<file path="config.mk">
export PLATFORM = sky130hd
export DESIGN_NAME = sa_tile_scheduler_flat
export DESIGN_NICKNAME = d
export VERILOG_FILES = /design/src/rtl/sa_tile_scheduler_pkg.sv /design/src/rtl/sa_tile_scheduler_if.sv /design/src/rtl/sa_tile_scheduler_addr_gen.sv /design/src/rtl/sa_tile_scheduler.sv /design/src/flat_wrapper.sv
export SDC_FILE = /design/constraint.sdc
export NUM_CORES = 2
export LEC_CHECK = 0
export ABC_CLOCK_PERIOD_IN_PS = 9150
export BUFFER_PORTS_ARGS = -buffer_cell sky130_fd_sc_hd__buf_2
export CAP_MARGIN = 0
export CORE_ASPECT_RATIO = 1.2
export CORE_MARGIN = 2
export CORE_UTILIZATION = 40
export CTS_BUF_LIST = sky130_fd_sc_hd__clkbuf_4
export DETAILED_ROUTE_END_ITERATION = 10
export GPL_TIMING_DRIVEN = 0
export MAX_ROUTING_LAYER = met4
export PLACE_DENSITY_LB_ADDON = 0.12
export SLEW_MARGIN = 20
export SYNTH_ARGS = -nofsm -noshare
export SYNTH_HDL_FRONTEND = slang
export SYNTH_SLANG_ARGS = --single-unit
</file>
<file path="constraint.sdc">
create_clock -name clk -period 9.15 [get_ports clk]
set_input_delay 1.3725 -clock clk [delete_from_list [all_inputs] [get_ports clk]]
set_output_delay 1.3725 -clock clk [all_outputs]
set_load 0.05 [all_outputs]
</file>
<file path="src/rtl/sa_tile_scheduler_pkg.sv">
// Shared types for the systolic-array tile scheduler: descriptor type,
// descriptor record and the default tile limit.
package sa_tile_scheduler_pkg;

   localparam int SA_MAX_TILE = 16;
   localparam int SA_DIM_W    = 16;

   typedef enum logic [1:0] {
      DESC_LOAD_A  = 2'd0,
      DESC_LOAD_B  = 2'd1,
      DESC_COMPUTE = 2'd2,
      DESC_STORE_C = 2'd3
   } desc_type_e;

   typedef struct packed {
      desc_type_e            dtype;
      logic [31:0]           addr;
      logic [31:0]           stride;
      logic [SA_DIM_W-1:0]   rows;
      logic [SA_DIM_W-1:0]   cols;
   } sa_desc_t;

endpackage

</file>
<file path="src/rtl/sa_tile_scheduler_if.sv">
// Descriptor bus between the tile scheduler and the datapath/DMA consumer.
interface sa_tile_scheduler_if #(
   parameter int DIM_W = 16
);
   logic             desc_valid;
   logic             desc_ready;
   logic [1:0]       desc_type;
   logic [31:0]      desc_addr;
   logic [31:0]      desc_stride;
   logic [DIM_W-1:0] desc_rows;
   logic [DIM_W-1:0] desc_cols;
   logic             op_done;

   modport master (
      output desc_valid, desc_type, desc_addr, desc_stride, desc_rows, desc_cols,
      input  desc_ready, op_done
   );

   modport slave (
      input  desc_valid, desc_type, desc_addr, desc_stride, desc_rows, desc_cols,
      output desc_ready, op_done
   );
endinterface

</file>
<file path="src/rtl/sa_tile_scheduler_addr_gen.sv">
// Tile walker: m/n/k counters, row-offset accumulators and edge clipping.
// Presents the current descriptor and flags the final STORE_C.
module sa_tile_addr_gen
   import sa_tile_scheduler_pkg::*;
#(
   parameter int DATA_BYTES = 1,
   parameter int DIM_W      = 16
) (
   input  logic             clk,
   input  logic             rst_n,
   input  logic             init,
   input  logic             adv,
   input  logic             update_a,
   input  logic [DIM_W-1:0] cfg_n,
   input  logic [DIM_W-1:0] cfg_k,
   input  logic [DIM_W-1:0] cfg_m,
   input  logic [DIM_W-1:0] cfg_tile_size,
   input  logic [DIM_W-1:0] cfg_block_m,
   input  logic [31:0]      cfg_base_a,
   input  logic [31:0]      cfg_base_b,
   input  logic [31:0]      cfg_base_c,
   input  logic [31:0]      cfg_stride_a,
   input  logic [31:0]      cfg_stride_b,
   input  logic [31:0]      cfg_stride_c,
   output sa_desc_t         desc,
   output logic             last
);

   localparam logic [31:0] DATA_BYTES_U = DATA_BYTES;

   logic [DIM_W-1:0] n_q, k_q, m_q, t_q, bm_q;
   logic             upd_q;
   logic [31:0]      base_a_q, base_b_q, base_c_q;
   logic [31:0]      stride_a_q, stride_b_q, stride_c_q;
   logic [31:0]      step_a, step_b, step_c;
   logic [DIM_W-1:0] m_cnt, n_cnt, k_cnt;
   logic [31:0]      acc_a, acc_b, acc_c;
   desc_type_e       phase;

   logic             last_m, last_n, last_k;
   logic [DIM_W-1:0] rem_m, rem_n, rem_k;
   logic [DIM_W-1:0] mr, nc, kc;
   logic [31:0]      col_k, col_n;

   // Widen by one bit so a step past the end of a 2^DIM_W range still compares right.
   assign last_m = ({1'b0, m_cnt} + {1'b0, bm_q}) >= {1'b0, m_q};
   assign last_n = ({1'b0, n_cnt} + {1'b0, t_q})  >= {1'b0, n_q};
   assign last_k = ({1'b0, k_cnt} + {1'b0, t_q})  >= {1'b0, k_q};

   assign rem_m = m_q - m_cnt;
   assign rem_n = n_q - n_cnt;
   assign rem_k = k_q - k_cnt;
   assign mr    = (bm_q < rem_m) ? bm_q : rem_m;
   assign nc    = (t_q  < rem_n) ? t_q  : rem_n;
   assign kc    = (t_q  < rem_k) ? t_q  : rem_k;

   assign col_k = 32'(k_cnt) * DATA_BYTES_U;
   assign col_n = 32'(n_cnt) * DATA_BYTES_U;

   assign last  = (phase == DESC_STORE_C) && last_n && last_m;

   // Latch config and row steps on init; walk the loop nest one descriptor per advance.
   always_ff @(posedge clk or negedge rst_n) begin
      if (!rst_n) begin
         n_q        <= '0;
         k_q        <= '0;
         m_q        <= '0;
         t_q        <= '0;
         bm_q       <= '0;
         upd_q      <= 1'b0;
         base_a_q   <= '0;
         base_b_q   <= '0;
         base_c_q   <= '0;
         stride_a_q <= '0;
         stride_b_q <= '0;
         stride_c_q <= '0;
         step_a     <= '0;
         step_b     <= '0;
         step_c     <= '0;
         m_cnt      <= '0;
         n_cnt      <= '0;
         k_cnt      <= '0;
         acc_a      <= '0;
         acc_b      <= '0;
         acc_c      <= '0;
         phase      <= DESC_LOAD_A;
      end else if (init) begin
         n_q        <= cfg_n;
         k_q        <= cfg_k;
         m_q        <= cfg_m;
         t_q        <= cfg_tile_size;
         bm_q       <= cfg_block_m;
         upd_q      <= update_a;
         base_a_q   <= cfg_base_a;
         base_b_q   <= cfg_base_b;
         base_c_q   <= cfg_base_c;
         stride_a_q <= cfg_stride_a;
         stride_b_q <= cfg_stride_b;
         stride_c_q <= cfg_stride_c;
         step_a     <= 32'(cfg_block_m) * cfg_stride_a;
         step_b     <= 32'(cfg_tile_size) * cfg_stride_b;
         step_c     <= 32'(cfg_block_m) * cfg_stride_c;
         m_cnt      <= '0;
         n_cnt      <= '0;
         k_cnt      <= '0;
         acc_a      <= '0;
         acc_b      <= '0;
         acc_c      <= '0;
         phase      <= update_a ? DESC_LOAD_A : DESC_LOAD_B;
      end else if (adv && !last) begin
         case (phase)
            DESC_LOAD_A: phase <= DESC_LOAD_B;
            DESC_LOAD_B: phase <= DESC_COMPUTE;
            DESC_COMPUTE: begin
               if (last_k) begin
                  phase <= DESC_STORE_C;
               end else begin
                  k_cnt <= k_cnt + t_q;
                  acc_b <= acc_b + step_b;
                  phase <= upd_q ? DESC_LOAD_A : DESC_LOAD_B;
               end
            end
            default: begin
               k_cnt <= '0;
               acc_b <= '0;
               phase <= upd_q ? DESC_LOAD_A : DESC_LOAD_B;
               if (last_n) begin
                  n_cnt <= '0;
                  m_cnt <= m_cnt + bm_q;
                  acc_a <= acc_a + step_a;
                  acc_c <= acc_c + step_c;
               end else begin
                  n_cnt <= n_cnt + t_q;
               end
            end
         endcase
      end
   end

   // Assemble the descriptor for the current phase; COMPUTE carries no address.
   always_comb begin
      desc       = '0;
      desc.dtype = phase;
      desc.rows  = SA_DIM_W'(mr);
      desc.cols  = SA_DIM_W'(nc);
      case (phase)
         DESC_LOAD_A: begin
            desc.addr   = base_a_q + acc_a + col_k;
            desc.stride = stride_a_q;
            desc.cols   = SA_DIM_W'(kc);
         end
         DESC_LOAD_B: begin
            desc.addr   = base_b_q + acc_b + col_n;
            desc.stride = stride_b_q;
            desc.rows   = SA_DIM_W'(kc);
         end
         DESC_STORE_C: begin
            desc.addr   = base_c_q + acc_c + col_n;
            desc.stride = stride_c_q;
         end
         default: begin
            desc.addr   = '0;
            desc.stride = '0;
         end
      endcase
   end

endmodule

</file>
<file path="src/rtl/sa_tile_scheduler.sv">
// Tile scheduler top: start validation, descriptor handshake FSM and
// busy/done/error/irq status around the tile walker.
module sa_tile_scheduler
   import sa_tile_scheduler_pkg::*;
#(
   parameter int DATA_BYTES = 1,
   parameter int MAX_TILE   = SA_MAX_TILE,
   parameter int DIM_W      = 16
) (
   input  logic             clk,
   input  logic             rst_n,
   input  logic             start,
   input  logic             update_a,
   input  logic             irq_en,
   input  logic [DIM_W-1:0] cfg_n,
   input  logic [DIM_W-1:0] cfg_k,
   input  logic [DIM_W-1:0] cfg_m,
   input  logic [DIM_W-1:0] cfg_tile_size,
   input  logic [DIM_W-1:0] cfg_block_m,
   input  logic [31:0]      cfg_base_a,
   input  logic [31:0]      cfg_base_b,
   input  logic [31:0]      cfg_base_c,
   input  logic [31:0]      cfg_stride_a,
   input  logic [31:0]      cfg_stride_b,
   input  logic [31:0]      cfg_stride_c,
   sa_tile_scheduler_if.master dbus,
   output logic             busy,
   output logic             done,
   output logic             error,
   output logic             irq
);

   localparam logic [2:0] S_IDLE  = 3'd0;
   localparam logic [2:0] S_PREP  = 3'd1;
   localparam logic [2:0] S_ISSUE = 3'd2;
   localparam logic [2:0] S_WAIT  = 3'd3;
   localparam logic [2:0] S_DONE  = 3'd4;

   localparam logic [31:0] MAX_TILE_U = MAX_TILE;

   logic [2:0] state;
   logic       done_q, error_q, irq_q;
   logic       cfg_bad;
   logic       gen_last;
   sa_desc_t   gen_desc, out_desc;

   assign cfg_bad = (cfg_n == '0) || (cfg_k == '0) || (cfg_m == '0) ||
                    (cfg_tile_size == '0) || (cfg_block_m == '0) ||
                    (32'(cfg_tile_size) > MAX_TILE_U) ||
                    (32'(cfg_block_m) > MAX_TILE_U);

   sa_tile_addr_gen #(
      .DATA_BYTES (DATA_BYTES),
      .DIM_W      (DIM_W)
   ) u_addr_gen (
      .clk           (clk),
      .rst_n         (rst_n),
      .init          (state == S_PREP),
      .adv           ((state == S_WAIT) && dbus.op_done),
      .update_a      (update_a),
      .cfg_n         (cfg_n),
      .cfg_k         (cfg_k),
      .cfg_m         (cfg_m),
      .cfg_tile_size (cfg_tile_size),
      .cfg_block_m   (cfg_block_m),
      .cfg_base_a    (cfg_base_a),
      .cfg_base_b    (cfg_base_b),
      .cfg_base_c    (cfg_base_c),
      .cfg_stride_a  (cfg_stride_a),
      .cfg_stride_b  (cfg_stride_b),
      .cfg_stride_c  (cfg_stride_c),
      .desc          (gen_desc),
      .last          (gen_last)
   );

   // Control FSM and sticky status; start is honoured only when not busy.
   always_ff @(posedge clk or negedge rst_n) begin
      if (!rst_n) begin
         state   <= S_IDLE;
         done_q  <= 1'b0;
         error_q <= 1'b0;
         irq_q   <= 1'b0;
      end else begin
         irq_q <= 1'b0;
         case (state)
            S_IDLE, S_DONE: begin
               state <= S_IDLE;
               if (start) begin
                  done_q  <= 1'b0;
                  error_q <= 1'b0;
                  if (cfg_bad) begin
                     error_q <= 1'b1;
                     irq_q   <= irq_en;
                  end else begin
                     state <= S_PREP;
                  end
               end
            end
            S_PREP:  state <= S_ISSUE;
            S_ISSUE: if (dbus.desc_ready) state <= S_WAIT;
            S_WAIT: begin
               if (dbus.op_done) begin
                  if (gen_last) begin
                     state  <= S_DONE;
                     done_q <= 1'b1;
                     irq_q  <= irq_en;
                  end else begin
                     state <= S_ISSUE;
                  end
               end
            end
            default: state <= S_IDLE;
         endcase
      end
   end

   // Descriptor fields read as zero whenever nothing is offered.
   assign out_desc         = (state == S_ISSUE) ? gen_desc : '0;
   assign dbus.desc_valid  = (state == S_ISSUE);
   assign dbus.desc_type   = out_desc.dtype;
   assign dbus.desc_addr   = out_desc.addr;
   assign dbus.desc_stride = out_desc.stride;
   assign dbus.desc_rows   = DIM_W'(out_desc.rows);
   assign dbus.desc_cols   = DIM_W'(out_desc.cols);

   assign busy  = (state == S_PREP) || (state == S_ISSUE) || (state == S_WAIT);
   assign done  = done_q;
   assign error = error_q;
   assign irq   = irq_q;

endmodule

</file>
<file path="src/flat_wrapper.sv">
// flat-port wrapper written by rule: the top's interface ports become plain ports
module sa_tile_scheduler_flat import sa_tile_scheduler_pkg::*;
#(
   parameter int DATA_BYTES = 1,
   parameter int MAX_TILE   = SA_MAX_TILE,
   parameter int DIM_W      = 16
)
  (clk, rst_n, start, update_a, irq_en, cfg_n, cfg_k, cfg_m, cfg_tile_size, cfg_block_m, cfg_base_a, cfg_base_b, cfg_base_c, cfg_stride_a, cfg_stride_b, cfg_stride_c, busy, done, error, irq, dbus_desc_valid, dbus_desc_type, dbus_desc_addr, dbus_desc_stride, dbus_desc_rows, dbus_desc_cols, dbus_desc_ready, dbus_op_done);
  sa_tile_scheduler_if #(.DIM_W(DIM_W)) dbus_i ();
  input  logic clk;
  input  logic rst_n;
  input  logic start;
  input  logic update_a;
  input  logic irq_en;
  input  logic [DIM_W-1:0] cfg_n;
  input  logic [DIM_W-1:0] cfg_k;
  input  logic [DIM_W-1:0] cfg_m;
  input  logic [DIM_W-1:0] cfg_tile_size;
  input  logic [DIM_W-1:0] cfg_block_m;
  input  logic [31:0] cfg_base_a;
  input  logic [31:0] cfg_base_b;
  input  logic [31:0] cfg_base_c;
  input  logic [31:0] cfg_stride_a;
  input  logic [31:0] cfg_stride_b;
  input  logic [31:0] cfg_stride_c;
  output logic busy;
  output logic done;
  output logic error;
  output logic irq;
  output wire logic [$bits(dbus_i.desc_valid)-1:0] dbus_desc_valid;
  output wire logic [$bits(dbus_i.desc_type)-1:0] dbus_desc_type;
  output wire logic [$bits(dbus_i.desc_addr)-1:0] dbus_desc_addr;
  output wire logic [$bits(dbus_i.desc_stride)-1:0] dbus_desc_stride;
  output wire logic [$bits(dbus_i.desc_rows)-1:0] dbus_desc_rows;
  output wire logic [$bits(dbus_i.desc_cols)-1:0] dbus_desc_cols;
  input wire logic [$bits(dbus_i.desc_ready)-1:0] dbus_desc_ready;
  input wire logic [$bits(dbus_i.op_done)-1:0] dbus_op_done;
  assign dbus_desc_valid = dbus_i.desc_valid;
  assign dbus_desc_type = dbus_i.desc_type;
  assign dbus_desc_addr = dbus_i.desc_addr;
  assign dbus_desc_stride = dbus_i.desc_stride;
  assign dbus_desc_rows = dbus_i.desc_rows;
  assign dbus_desc_cols = dbus_i.desc_cols;
  assign dbus_i.desc_ready = dbus_desc_ready;
  assign dbus_i.op_done = dbus_op_done;
  sa_tile_scheduler #(.DATA_BYTES(DATA_BYTES), .MAX_TILE(MAX_TILE), .DIM_W(DIM_W)) u_core (.clk(clk), .rst_n(rst_n), .start(start), .update_a(update_a), .irq_en(irq_en), .cfg_n(cfg_n), .cfg_k(cfg_k), .cfg_m(cfg_m), .cfg_tile_size(cfg_tile_size), .cfg_block_m(cfg_block_m), .cfg_base_a(cfg_base_a), .cfg_base_b(cfg_base_b), .cfg_base_c(cfg_base_c), .cfg_stride_a(cfg_stride_a), .cfg_stride_b(cfg_stride_b), .cfg_stride_c(cfg_stride_c), .dbus(dbus_i), .busy(busy), .done(done), .error(error), .irq(irq));
endmodule
</file>
* After elaboration in Yosys (flattened, before gate mapping)
Index checks and enable logic that the tools add are counted.
Word-level totals: register bits 521, bits in latches 0, RAM bits 0, memory bits (read-only) 0, input bits 279, word-level logic and storage cells 154, memories 0
Operators by class: add/sub/neg operators 18, multiply operators 3, divide/modulo/power cells 0, $lt $le $gt $ge 8, equal/unequal tests 14, shift operators 0, mux-type cells 53, bitwise gates (word level) 0, reductions and logical operators 32
Operator list (number):
- two-way mux 32 bit | 11
- two-way mux 16 bit | 16
- adder 32 bit | 6
- one-hot mux 64 bit (3 select lines) | 1
- two-way mux 98 bit | 1
- adder 32 x 16 -> 32 bit | 3
- multiplier 16 x 32 -> 32 bit | 3
- logical NOT 16 bit | 5
- one-hot mux 32 bit (2 select lines) | 1
- adder 16 x 16 -> 17 bit | 3
- greater-or-equal comparator 17 x 16 -> 1 bit | 3
- adder 16 bit | 3
- < comparator 16 bit | 3
- subtractor 16 bit | 3
- greater-than comparator 16 x 5 -> 1 bit, second input constant | 2
- one-hot mux 16 bit (2 select lines) | 1
- two-way mux 3 bit | 4
- one-hot mux 3 bit (4 select lines) | 1
- two-way mux 1 bit | 11
- logical OR 1 bit | 8
- equality test 3 x 2 -> 1 bit, second input constant | 2
- two-way mux 2 bit | 3
- != test 2 x 1 -> 1 bit, second input constant | 3
- != test 2 bit, second input constant | 3
- other kinds (17) | 28

* Logic depth before layout (Yosys ltp)
word-level depth 10, depth in mapped cells 26, depth with buffers taken out 24

* Modules after synthesis
From an unflattened synthesis, not the netlist that was laid out.
Second synthesis, totals: cell total of the unflattened synthesis 7986, area total of the unflattened synthesis 72691.0 µm²
By module, submodules not included:
- sa_tile_addr_gen | instances 1, cells an instance 7819, area an instance 71482.3 µm², seq. area each 12887.4 µm²
- sa_tile_scheduler | instances 1, cells an instance 167, area an instance 1208.7 µm², seq. area each 150.1 µm²

* Least setup slack after synthesis
Ideal clock, no wire load.
path kind input to register, from input cfg_block_m[3], to register u_core.u_addr_gen.step_c[28], arrival 7.408 ns, required time 9.021 ns, setup slack 1.613 ns, stages 25, buffers on the path 3, cells stage by stage clkbuf_1 clkbuf_1 clkbuf_1 nand2_1 fa_1 fa_1 fa_1 inv_1 fa_1 fa_1 inv_1 fa_1 inv_1 ha_1 a21o_1 a21o_1 a21oi_1 o21ai_0 a21o_1 a31o_2 a221o_1 a211o_1 a21oi_2 xor2_1 o21ai_1
Between the ends: cells in the longest elaborated chain, start to end 1
RTL lines:
- start: declaration | line flat_wrapper.sv:19 | input logic [DIM_W-1:0] cfg_block_m;
- multiplier 16 x 32 -> 32 bit | line sa_tile_scheduler_addr_gen.sv:102 | step_c <= 32'(cfg_block_m) * cfg_stride_c;
- end signal: assignment | line sa_tile_scheduler_addr_gen.sv:102
- end: declaration | line sa_tile_scheduler_addr_gen.sv:35 | logic [31:0] step_a, step_b, step_c;
No other way between the ends. A chain may end at the register's enable or synchronous reset.

* Worst setup path in the final report
from register u_core.u_addr_gen.m_q[0], to output dbus_desc_rows[5]
Between the ends: cells in the longest elaborated chain, start to end 5
RTL lines:
- start: declaration | line sa_tile_scheduler_addr_gen.sv:31 | logic [DIM_W-1:0] n_q, k_q, m_q, t_q, bm_q;
- start signal: assignment | line sa_tile_scheduler_addr_gen.sv:90 | m_q <= cfg_m;
- subtractor 16 bit (*) | line sa_tile_scheduler_addr_gen.sv:50 | assign rem_m = m_q - m_cnt;
- < comparator 16 bit | line sa_tile_scheduler_addr_gen.sv:53 | assign mr = (bm_q < rem_m) ? bm_q : rem_m;
- two-way mux 16 bit (*) | line sa_tile_scheduler_addr_gen.sv:53
- two-way mux 16 bit (*) | line sa_tile_scheduler_addr_gen.sv:146 | case (phase)
- two-way mux 98 bit (*) | line sa_tile_scheduler.sv:118 | assign out_desc = (state == S_ISSUE) ? gen_desc : '0;
- end: declaration | line flat_wrapper.sv:34 | output wire logic [$bits(dbus_i.desc_rows)-1:0] dbus_desc_rows;
Every way passes the cells marked *; elsewhere a longest branch is shown, timed or not.

==> metrics.txt <==
# TYPE chip_impl_metric gauge
chip_impl_metric{name="synth_area",unit="um^2"} 72000
chip_impl_metric{name="max_clock_freq",unit="GHz"} 0.115
chip_impl_metric{name="wl_per_cell",unit="um"} 25.5
chip_impl_metric{name="setup_slack",unit="ns"} 0.444
chip_impl_metric{name="post-dp-hpwl",unit="mm"} 243
chip_impl_metric{name="share_of_cells_above_drive_strength_1",unit=""} 0.0829
chip_impl_metric{name="fillerInstances",unit=""} 18200
chip_impl_metric{name="async_reset_ff_frac",unit=""} 1.00
chip_impl_info{name="mostFrequentLayoutCell",value="sky130_fd_sc_hd__nand2_1"} 1
chip_impl_metric{name="first_pass_iters",unit=""} 6
chip_impl_metric{name="syn-instance-count",unit=""} 8400
chip_impl_metric{name="initial_core_util",unit=""} 0.402
chip_impl_info{name="status",value="finished clean"} 1
chip_impl_metric{name="timing.reg2reg.worst_path_depth",unit=""} 24
chip_impl_info{name="grt_setup_unrepaired",value="no"} 1
chip_impl_metric{name="maxSlewViolCount",unit=""} 0
chip_impl_metric{name="timing.critical_path.arrival",unit="ns"} 7.33
chip_impl_metric{name="clock-skew-final",unit="ns"} 0.141
chip_impl_metric{name="max_cap_violations",unit=""} 0
chip_impl_metric{name="final_hold_viol_count",unit=""} 0
chip_impl_metric{name="post_synth.cell_area_avg",unit="um^2"} 8.57
chip_impl_metric{name="cts_max_path_buffers",unit=""} 3
chip_impl_metric{name="clock_sink_count",unit=""} 521
chip_impl_info{name="ys_dominant_reg_cell",value="sky130_fd_sc_hd__dfrtp_1"} 1
chip_impl_metric{name="design.portCount",unit=""} 382
chip_impl_metric{name="grt_overflow_total",unit=""} 0
chip_impl_metric{name="grt_pass1_vias",unit=""} 63600
chip_impl_metric{name="cts.reportedPaths.clkPinSlew",unit="ns"} 0.07
chip_impl_metric{name="sequential_cell_area",unit="um^2"} 13000
chip_impl_info{name="timing.hold.worst.class",value="in -> async"} 1
chip_impl_metric{name="numCtsBuffers",unit=""} 160
chip_impl_metric{name="ys_types",unit=""} 88
chip_impl_metric{name="fin_tns_setup",unit="ns"} 0
chip_impl_metric{name="maximum_number_of_pins_on_one_net_before_global_route_repair",unit=""} 93
chip_impl_metric{name="critical_path_peak_fanout",unit=""} 10
chip_impl_metric{name="relative_area_change_from_synthesis_to_final_layout",unit="%"} 10.0
chip_impl_metric{name="worst-slew-pin-transition",unit="ns"} 1.28
chip_impl_metric{name="post-route-period-util",unit=""} 0.951
chip_impl_metric{name="final_cell_area",unit="um^2"} 79200
chip_impl_info{name="critical_register_to_register_path_endpoint",value="u_core.u_addr_gen.k_cnt[13]$_DFFE_PN0P_"} 1
chip_impl_metric{name="ff2ff_setup_slack",unit="ns"} 1.92
chip_impl_metric{name="grt_pass1_wl",unit="mm"} 426
chip_impl_metric{name="number_of_antenna_violations_at_the_first_check_in_global_routing",unit=""} 35
chip_impl_info{name="clk_root_buffer_cell",value="sky130_fd_sc_hd__clkbuf_4"} 1
chip_impl_info{name="endpoint_kind",value="primary output"} 1
chip_impl_metric{name="crit_required",unit="ns"} 7.78
chip_impl_metric{name="drt_drc_violations_left",unit=""} 0
chip_impl_info{name="cts_tree",value="built"} 1
chip_impl_metric{name="num_vias",unit=""} 62300
chip_impl_metric{name="antenna_left",unit=""} 0
chip_impl_metric{name="grt_usage",unit=""} 0.330
chip_impl_metric{name="setup_viol",unit=""} 0
chip_impl_metric{name="routed_wl",unit="mm"} 293
chip_impl_metric{name="layout.nets",unit=""} 10800
chip_impl_metric{name="multi_input_area",unit="um^2"} 52900
chip_impl_metric{name="post-route-min-period",unit="ns"} 8.71
chip_impl_metric{name="placed_area",unit="um^2"} 77100
chip_impl_metric{name="clock_tree.htree_level_count",unit=""} 4
chip_impl_metric{name="synth_edf_count",unit=""} 0
chip_impl_metric{name="placement.io_buffers",unit=""} 361
chip_impl_metric{name="ys.warnings.count",unit=""} 0
chip_impl_metric{name="drt-vias-per-instance",unit=""} 5.43
chip_impl_info{name="timing.setup.critical_path_class",value="reg -> out"} 1
chip_impl_info{name="crit_chain",value="inv_1 -> ha_1 -> inv_1 -> fa_1 -> a21o_1 -> a21oi_1 -> o21bai_1 -> a21oi_1 -> o21bai_1 -> a41o_1 -> o41ai_2 -> xor2_1 -> ha_1 -> and3_1 -> nand4_1 -> a21oi_1 -> a211oi_1 -> o21ai_1 -> clkbuf_2 -> mux2i_1 -> nor2_1 -> a211oi_1 -> buf_2"} 1
chip_impl_info{name="cp_common_cell",value="sky130_fd_sc_hd__a21oi_1"} 1
chip_impl_metric{name="worst_slew_margin_rel",unit=""} 0.149
chip_impl_metric{name="postSynthNetCount",unit=""} 10300
chip_impl_metric{name="die-width",unit="um"} 391
chip_impl_metric{name="preCtsSetupSlack",unit="ns"} -0.397
chip_impl_metric{name="worst_path_largest_cell_delay",unit="ns"} 0.56
chip_impl_metric{name="die_y",unit="um"} 469
chip_impl_info{name="crit-reg2reg-launch",value="u_core.u_addr_gen.bm_q[0]$_DFFE_PN0P_"} 1
chip_impl_metric{name="fp.coreArea",unit="um^2"} 179000
chip_impl_info{name="commonest_cells_after_routing_fill_and_taps_aside",value="1,690 x sky130_fd_sc_hd__nand2_1, 1,215 x sky130_fd_sc_hd__inv_1, 972 x sky130_fd_sc_hd__fa_1, 609 x sky130_fd_sc_hd__ha_1, 521 x sky130_fd_sc_hd__dfrtp_1"} 1
chip_impl_metric{name="finalWeightedCongestion",unit=""} 1.02
chip_impl_metric{name="synth_seq_cells",unit=""} 521
chip_impl_info{name="crit_path_top_delay_cell",value="sky130_fd_sc_hd__a211oi_1"} 1
chip_impl_info{name="start_kind",value="register"} 1
chip_impl_metric{name="clock_insertion_delay_worst_skew",unit="ns"} 1.26
chip_impl_metric{name="die-area",unit="um^2"} 183000
chip_impl_metric{name="synth_seq_area_share",unit=""} 0.181
chip_impl_metric{name="drt-initial-drc-count",unit=""} 4804
chip_impl_metric{name="postCtsSetupBuffers",unit=""} 0
chip_impl_metric{name="fin_util",unit=""} 0.443
chip_impl_info{name="crit_start",value="u_core.u_addr_gen.m_q[0]$_DFFE_PN0P_"} 1
chip_impl_metric{name="floorplan.rows",unit=""} 170
-- worst max-delay path, delay by kind of cell (launching register included) --
kind,cells,cell delay [ns]
multiplexers,1,0.31
AO/OA/AOI/OAI,11,2.78
adder cells (fa/ha/maj),3,0.93
AND/OR/NAND/NOR,3,0.43
XOR/XNOR,1,0.23
buffers and inverters,4,0.99
flip-flops,1,0.38
-- worst max-delay path by stage --
stage	end	cells past startpoint
2_1_floorplan	u_core.u_addr_gen.step_c[28]$_DFFE_PN0P_	25
3_3_place_gp	u_core.u_addr_gen.stride_b_q[27]$_DFFE_PN0P_	1
3_5_place_dp	u_core.u_addr_gen.step_b[30]$_DFFE_PN0P_	23
4_1_cts	dbus_desc_rows[6]	23
5_1_grt	dbus_desc_rows[8]	23
6_report	dbus_desc_rows[5]	23
-- flip-flops by register name (all words and copies together) (netlist names), 2 cells and up --
| signal | cells |
|---|---|
| u_core.state | 3 |
| u_core.u_addr_gen.acc_a | 32 |
| u_core.u_addr_gen.acc_b | 32 |
| u_core.u_addr_gen.acc_c | 32 |
| u_core.u_addr_gen.base_a_q | 32 |
| u_core.u_addr_gen.base_b_q | 32 |
| u_core.u_addr_gen.base_c_q | 32 |
| u_core.u_addr_gen.bm_q | 16 |
| u_core.u_addr_gen.k_cnt | 16 |
| u_core.u_addr_gen.k_q | 16 |
| u_core.u_addr_gen.m_cnt | 16 |
| u_core.u_addr_gen.m_q | 16 |
| u_core.u_addr_gen.n_cnt | 16 |
| u_core.u_addr_gen.n_q | 16 |
| u_core.u_addr_gen.phase | 2 |
| u_core.u_addr_gen.step_a | 32 |
| u_core.u_addr_gen.step_b | 32 |
| u_core.u_addr_gen.step_c | 32 |
| u_core.u_addr_gen.stride_a_q | 32 |
| u_core.u_addr_gen.stride_b_q | 32 |
| u_core.u_addr_gen.stride_c_q | 32 |
| u_core.u_addr_gen.t_q | 16 |
-- final cells by class --
type                    instances  area share
diodes                         21    0.000664
plain buffers                 383      0.0187
clock buffers                 228      0.0216
clock inverters                54     0.00422
inverters                    1216      0.0576
multi-input cells            6280       0.669
flip-flops and latches        521       0.165
well taps                    2408      0.0380
repair buffers                372      0.0258
-- cell usage after synthesis, types with 15 or more instances --
| cell | n | area [um^2] |
|---|---|---|
| sky130_fd_sc_hd__buf_2 | 16 | 80.1 |
| sky130_fd_sc_hd__mux2i_1 | 59 | 591 |
| sky130_fd_sc_hd__a22o_1 | 54 | 473 |
| sky130_fd_sc_hd__nand4_1 | 24 | 150 |
| sky130_fd_sc_hd__a21o_1 | 161 | 1210 |
| sky130_fd_sc_hd__clkbuf_1 | 347 | 1300 |
| sky130_fd_sc_hd__o31ai_1 | 20 | 150 |
| sky130_fd_sc_hd__a31oi_1 | 40 | 250 |
| sky130_fd_sc_hd__mux2_2 | 38 | 428 |
| sky130_fd_sc_hd__inv_1 | 1215 | 4560 |
| sky130_fd_sc_hd__nand3_1 | 138 | 691 |
| sky130_fd_sc_hd__and2_1 | 441 | 2760 |
| sky130_fd_sc_hd__fa_1 | 972 | 19500 |
| sky130_fd_sc_hd__o21bai_1 | 45 | 338 |
| sky130_fd_sc_hd__xor2_1 | 138 | 1210 |
| sky130_fd_sc_hd__nor2_1 | 293 | 1100 |
| sky130_fd_sc_hd__o21a_1 | 54 | 405 |
| sky130_fd_sc_hd__a21oi_1 | 339 | 1700 |
| sky130_fd_sc_hd__nor2b_1 | 51 | 319 |
| sky130_fd_sc_hd__a211oi_1 | 53 | 398 |
| sky130_fd_sc_hd__o21ai_0 | 353 | 1770 |
| sky130_fd_sc_hd__buf_1 | 20 | 75.1 |
| sky130_fd_sc_hd__or3_1 | 20 | 125 |
| sky130_fd_sc_hd__and3_1 | 36 | 225 |
| sky130_fd_sc_hd__o211ai_1 | 27 | 203 |
| sky130_fd_sc_hd__nand2b_1 | 53 | 332 |
| sky130_fd_sc_hd__dfrtp_1 | 521 | 13000 |
| sky130_fd_sc_hd__nand2_1 | 1690 | 6340 |
| sky130_fd_sc_hd__a31o_2 | 15 | 131 |
| sky130_fd_sc_hd__xnor2_1 | 255 | 2230 |
| sky130_fd_sc_hd__nor3_1 | 64 | 320 |
| sky130_fd_sc_hd__a211o_1 | 15 | 131 |
| sky130_fd_sc_hd__ha_1 | 609 | 7620 |
| sky130_fd_sc_hd__nor4_1 | 32 | 200 |
-- kinds of logic after synthesis --
family | share of synthesized area
multiplexers | 0.0142
adder cells (fa/ha/maj) | 0.376
AND/OR/NAND/NOR | 0.181
buffers and inverters | 0.0837
flip-flops | 0.181
XOR/XNOR | 0.0478
AO/OA/AOI/OAI | 0.116
-- per-layer routing --
metal  vias up  track usage  share of wire
met5         -            -              0
li1      28000            -              -
met4         0        0.163          0.059
met1     31200        0.412           0.41
met3       619       0.0571          0.072
met2      2548        0.518           0.45
-- per-stage QoR --
stage,hold WS (ns),instances
2_1_floorplan,0.445,8400
3_3_place_gp,0.457,11200
3_5_place_dp,0.463,11200
4_1_cts,0.0745,11500
5_1_grt,0.125,11500
6_report,0.134,11500
-- repair_timing --
action / CTS / global route
endpoints found under the setup margin: 0 / 8
gates resized for setup: 0 / 3
hold buffers: 0 / 0
Power is left out: the tool's default activity adds up to more than one toggle a clock period on the data nets, which glitch-free logic cannot reach.
